## config.mk

```make
export PLATFORM = sky130hd
export DESIGN_NAME = inst_fetch_queue
export DESIGN_NICKNAME = d
export VERILOG_FILES = /design/src/rtl/cpu_pkg.sv /design/src/rtl/fq_ptr.sv /design/src/rtl/inst_fetch_queue.sv
export SDC_FILE = /design/constraint.sdc
export NUM_CORES = 1
export LEC_CHECK = 0
export BUFFER_PORTS_ARGS = -buffer_cell sky130_fd_sc_hd__buf_2
export CAP_MARGIN = 10
export CORE_MARGIN = 2
export CORE_UTILIZATION = 41
export DETAILED_ROUTE_END_ITERATION = 7
export PLACE_DENSITY = 0.57
export SYNTH_ARGS = -nofsm -noshare
export SYNTH_HDL_FRONTEND = slang
export SYNTH_SLANG_ARGS = --single-unit
```

## constraint.sdc

```tcl
create_clock -name clk -period 3.61 [get_ports clk]
set_input_delay 0.361 -clock clk [delete_from_list [all_inputs] [get_ports clk]]
set_output_delay 0.361 -clock clk [all_outputs]
set_load 0.02 [all_outputs]
```

## src/rtl/cpu_pkg.sv

```systemverilog
// Types and constants shared between the fetch queue and the decode stage.
package cpu_pkg;

  localparam int unsigned XLEN = 32;
  localparam logic [31:0] NOP_INST = 32'h00000013;

  typedef struct packed {
    logic [XLEN-1:0] pc;
    logic [XLEN-1:0] inst;
  } fq_entry_t;

endpackage

```

## src/rtl/fq_ptr.sv

```systemverilog
// Extended-width queue pointer: index bits plus a wrap bit in the MSB.
module fq_ptr #(
  parameter int unsigned WIDTH = 3
) (
  input  logic             clk,
  input  logic             rst,
  input  logic             clr,
  input  logic             inc,
  output logic [WIDTH-1:0] ptr
);

  always_ff @(posedge clk) begin
    if (rst || clr) begin
      ptr <= '0;
    end else if (inc) begin
      ptr <= ptr + WIDTH'(1);
    end
  end

endmodule

```

## src/rtl/inst_fetch_queue.sv

```systemverilog
// Fetch-to-decode decoupling FIFO of (pc, inst) pairs with single-cycle flush.
module inst_fetch_queue
  import cpu_pkg::*;
#(
  parameter int unsigned DEPTH = 4,
  parameter int unsigned XLEN  = cpu_pkg::XLEN
) (
  input  logic                     clk,
  input  logic                     rst,
  input  logic                     flush,
  input  logic                     enq_valid,
  output logic                     enq_ready,
  input  logic [XLEN-1:0]          enq_pc,
  input  logic [XLEN-1:0]          enq_inst,
  output logic                     deq_valid,
  input  logic                     deq_ready,
  output logic [XLEN-1:0]          deq_pc,
  output logic [XLEN-1:0]          deq_inst,
  output logic [$clog2(DEPTH):0]   count
);

  localparam int unsigned AW = $clog2(DEPTH);
  localparam int unsigned PW = AW + 1;

  fq_entry_t entries [DEPTH];

  logic [PW-1:0] head_ptr;
  logic [PW-1:0] tail_ptr;
  logic [AW-1:0] head_idx;
  logic [AW-1:0] tail_idx;
  logic          empty;
  logic          full;
  logic          enq_fire;
  logic          deq_fire;

  assign head_idx = head_ptr[AW-1:0];
  assign tail_idx = tail_ptr[AW-1:0];

  assign empty = (head_ptr == tail_ptr);
  assign full  = (head_idx == tail_idx) && (head_ptr[AW] != tail_ptr[AW]);

  assign enq_ready = !full && !flush && !rst;
  assign deq_valid = !empty;

  // enq_ready already excludes flush/rst; the dequeue side must mask them explicitly.
  assign enq_fire = enq_valid && enq_ready;
  assign deq_fire = deq_valid && deq_ready && !flush && !rst;

  assign count = tail_ptr - head_ptr;

  always_comb begin
    deq_pc   = '0;
    deq_inst = NOP_INST;
    if (!empty) begin
      deq_pc   = entries[head_idx].pc;
      deq_inst = entries[head_idx].inst;
    end
  end

  always_ff @(posedge clk) begin
    if (enq_fire) begin
      entries[tail_idx] <= '{pc: enq_pc, inst: enq_inst};
    end
  end

  fq_ptr #(.WIDTH(PW)) u_head (
    .clk (clk),
    .rst (rst),
    .clr (flush),
    .inc (deq_fire),
    .ptr (head_ptr)
  );

  fq_ptr #(.WIDTH(PW)) u_tail (
    .clk (clk),
    .rst (rst),
    .clr (flush),
    .inc (enq_fire),
    .ptr (tail_ptr)
  );

endmodule

```

Word level (Yosys, flattened, before mapping)
Memory sizes are Yosys's and may differ from the RTL's. A register that Yosys moved wholly into a read port is not among the register bits.
Cells that the tools add are included.

cells by class
  $add $sub $neg = 3
  equal/unequal tests = 3
  multiplexer cells = 6
  reductions and logical operators = 12

operators with widths
  operator               number
  $mux W32               2
  $logic_and A1 B1 Y1    7
  $add A3 B1 Y3 const B  2
  $logic_not A1 Y1       4
  $mux W2                2
  $eq A3 B3 Y1           1
  $sub A3 B3 Y3          1
  $eq A2 B2 Y1           1
  $mux W1                2
  $logic_or A1 B1 Y1     1
  $ne A1 B1 Y1           1

storage, ports and cells
  register bits after elaboration = 6
  bits in writable memories = 256
  logic and storage cells = 27
  memories = 1

memory list
  memory   words  bits a word  read ports  clocked after Yosys merged registers in  write ports  line                    source
  entries  4      64           1           1                                        1            inst_fetch_queue.sv:25  fq_entry_t entries [DEPTH];

Longest topological paths before layout
  depth after elaboration = 8
  depth in mapped cells = 7
  depth with buffers taken out = 6

Cells and area by module
A second synthesis with hierarchy kept.

unflattened totals
  cells, all modules = 463
  area total of the unflattened synthesis = 10262.3 sq um

modules (own cells, without submodules)
  module            times used  cells an instance  area an instance (sq um)  seq. area each (sq um)
  inst_fetch_queue  1           441                9999.6                    7687.4
  fq_ptr            2           11                 131.4                     60.1

Least setup slack after synthesis
OpenSTA, ideal clock, no wires.

  kind = reg2reg
  from = register u_tail.ptr[0]
  to = memory entries[0][0] (netlist name), enable pin
  data arrival time = 2.600 ns
  setup slack = 0.581 ns
  cell stages (with the launch flop) = 6
  buffers on the path = 0
  cells stage by stage = dfxtp_1 inv_1 ha_1 nand2_1 o211a_1 and2_1

between the ends
  word-level cells in the longest chain between the ends = 8

RTL lines
  what                              line                    source
  from (decl)                       fq_ptr.sv:9             output logic [WIDTH-1:0] ptr
  from (signal assigned)            fq_ptr.sv:16            ptr <= ptr + WIDTH'(1);
  $eq A2 B2 Y1                      inst_fetch_queue.sv:40  assign full = (head_idx == tail_idx) && (head_ptr[AW] != tail_ptr[AW]);
  $logic_and A1 B1 Y1               inst_fetch_queue.sv:40
  $logic_not A1 Y1                  inst_fetch_queue.sv:42  assign enq_ready = !full && !flush && !rst;
  $logic_and A1 B1 Y1 (2 in a row)  inst_fetch_queue.sv:42
  $logic_and A1 B1 Y1               inst_fetch_queue.sv:46  assign enq_fire = enq_valid && enq_ready;
  $mux W1                           inst_fetch_queue.sv:61  if (enq_fire) begin
  $mux W1 (implied by the code)     inst_fetch_queue.sv:62  entries[tail_idx] <= '{pc: enq_pc, inst: enq_inst};
  to (decl)                         inst_fetch_queue.sv:25

Parallel ways exist; a longest one is shown, timed or not.

Final worst setup path
  from = register u_tail.ptr[0]
  to = output deq_pc[17]

between the ends
  word-level cells in the longest chain between the ends = 2

RTL lines
  what          line                    source
  $eq A3 B3 Y1  inst_fetch_queue.sv:39  assign empty = (head_ptr == tail_ptr);
  $mux W32      inst_fetch_queue.sv:54  if (!empty) begin
  to (decl)     inst_fetch_queue.sv:17  output logic [XLEN-1:0] deq_pc,

Every way passes these cells.

==> metrics.txt <==
count of cell types in the netlist=29; most frequent cells in the layout=edfxtp_1, buf_2, and2_1; PwrDens=530.6 mW/mm^2; worst slew pin tran=1024 ps; max incr delay on CP=400 ps; drt total wl=19350 um; Hold WS=42.31 ps; number of global-route vias before repair=5346; Critical Path Fanout Max=27; CTS Hold Bufs=0; fin util=49.83%; CTS buffer count=28; Post-Synthesis Cells=461; CP arrival=2790 ps; crit-path cells=inv_1, ha_1, and2_1, and2_4, inv_2, buf_4, and2_1, buf_2; Yosys warnings=0; Seq pwr share=52.7%; nature of the critical path startpoint=flop; status=finished, final reports clean; most used cell, CP=and2_1; crit path kind=flop to output pin; reg2reg start=u_tail.ptr[0]; Net Switching=0.001281 W; Slew Viols, Final=0; Place WS=962.1 ps; via count=4844; filler instances=2025; die height=162.2 um; multi-input logic area=0.002188 mm^2; RD Place Congestion=0.7396; most common cell after layout, fill and taps aside=edfxtp_1; syn_nets=538; chip width=162.2 um; min-delay src=enq_pc[15]; wire per inst=20.13 um; total clock sinks=264; RSZ-0062 raised after global routing=false; vias per std cell=5.041; Worst EP required=3250 ps; Inst Count DP=909; clock root buffer=clkbuf_16; Fin Setup TNS=0 ps; crit path max-delay cell type=dfxtp_1; Worst R2R End=entries[3][43]; Internal=0.005188 W; Clock Path Buffers=3; relative slew slack=31.74%; Reg2Reg Depth=6; layout cell share with drive strength beyond 1=39.53%; switching part of the total=19.80%; Row Count=57; worst setup margin=454.4 ps; Logic pwr share=5.0%; Starting Density=41.97%; port buffer count=137; Final Hold Vio Count=0; drc violations=0; Top Ports=138; nets=692; syn avg cell area=22.27 um^2; # Post-CTS Setup Buffers=0; drt initial violations=273; Clock Pin Slew Worst Setup and Hold Paths=60 ps; Hold Path Stages=1; Die Area=0.02632 mm^2; Non-Filler Instances=961; CTS H-Tree Depth=1; cts repair resizes=0; Clock Latency Late Sink=530 ps; antenna violations before repair=3; Worst setup EP type=output pin; reg-to-reg slack, setup=1060 ps; area grow syn2layout=18.74%; leakage power total=4.195 nW; total track usage=14.99%; final period utilization=87.41%; pin count of the biggest net entering global routing=65; grt total ovfl=0; first-pass GRT wire length=30180 um; FMAX=316.9 MHz; CTS tree=built; FF+latch area=0.007855 mm^2; Hold Path End=entries[2][47]; Core ar.=0.02446 mm^2; post-route ant nets=0; drt pass-1 iters=4; Synth Cell Area=0.01027 mm^2; fin crit period=3156 ps; maxcap violations=0; clock power share=42.3%; Final Skew=8.508 ps; hold crit path type=input pin to flop; Post-DP HPWL=11370 um; final-report setup violation count=0; maximum vdd drop=0.0004100 V; Yosys reg bits=264; fraction of the yosys area taken by sequential cells=76.44%
[per-layer routing]
| metal | vias to the layer above | GRT usage (%) | part of all wire (%) |
|---|---|---|---|
| li1 | 2182 | - | - |
| met1 | 2498 | 18.14 | 41 |
| met2 | 124 | 27.02 | 51 |
| met3 | 38 | 3.141 | 5.0 |
| met4 | 2 | 4.626 | 2.8 |
| met5 | - | 0 | 0.067 |
[cell usage after synthesis]
master	count	area (um^2)
clkbuf_2	1	5.000
nand2_1	7	26.28
fa_1	1	20.02
ha_1	7	87.58
or2_1	3	18.77
and2_1	65	406.6
o211ai_1	2	15.01
nor2_1	1	3.750
or3_1	1	6.260
inv_1	9	33.78
dfxtp_1	8	160.2
and2_4	1	8.760
o2111ai_1	1	8.760
clkbuf_1	1	3.750
buf_12	6	120.1
a21oi_1	1	5.000
xnor2_1	1	8.760
buf_6	1	11.26
xnor2_2	1	16.27
mux4_2	60	1351
o211a_1	1	10.01
inv_2	1	3.750
mux2i_1	6	60.06
buf_2	12	60.06
mux4_1	4	105.1
edfxtp_1	256	7687
nand4b_1	1	8.760
nand4_1	1	6.260
o21a_1	1	7.510
[metrics by stage]
stage          power [W]  area (um^2)
2_1_floorplan   0.003659        10270
3_3_place_gp    0.003792        11300
3_5_place_dp    0.003804        11300
4_1_cts         0.006554        12190
5_1_grt         0.006685        12190
6_report        0.006468        12190
[power by group through the flow]
stage / clock [W] / sequential (W) / combinational [W]
6_report: 0.00274 / 0.00341 / 0.000324
5_1_grt: 0.00292 / 0.00341 / 0.000354
4_1_cts: 0.00281 / 0.00341 / 0.000332
3_5_place_dp: 0 / 0.00347 / 0.000331
3_3_place_gp: 0 / 0.00347 / 0.000322
2_1_floorplan: 0 / 0.00347 / 0.000191
[worst max-delay path by stage]
stage / startpoint / endpoint / slack [ps] / depth (start not counted)
finish: u_tail.ptr[0] / deq_pc[17] / 450 / 8
global route: u_tail.ptr[0] / deq_inst[18] / 220 / 8
CTS: u_tail.ptr[0] / deq_inst[19] / 390 / 8
detailed placement: u_tail.ptr[0] / deq_inst[19] / 960 / 8
global placement: rst / entries[1][47] / 1000 / 5
floorplan: u_tail.ptr[0] / entries[0][0] / 580 / 5
[cells by family after synthesis]
group | synth area share [%]
xor gates and xnor gates | 0.2438
and+or+nand+nor | 4.729
buffers and inverters | 2.316
AOI/OAI and AO/OA | 0.4509
adders and majority gates | 1.048
DFF | 76.44
muxes | 14.77
[flip-flops by register name, indices dropped and copies added, names as in the netlist, named ones only]
signal	flops
u_tail.ptr	3
entries	256
u_head.ptr	3
[area by class of cell]
class	count	share of cell area, %
inverter	10	0.3182
clock buffer	34	6.107
clock inverter	16	1.191
antenna	2	0.04106
timing repair buffer	145	6.630
tap	324	3.325
sequential	264	64.44
multi-input combinational	166	17.95
[worst max-delay path: cells and delay by family (launching register included)]
family,cells,cell delay [ps]
buf+inv,4,930
simple gates,3,580
flops,1,400
fa+ha+maj,1,320
Power figures use the tool's default switching activity.
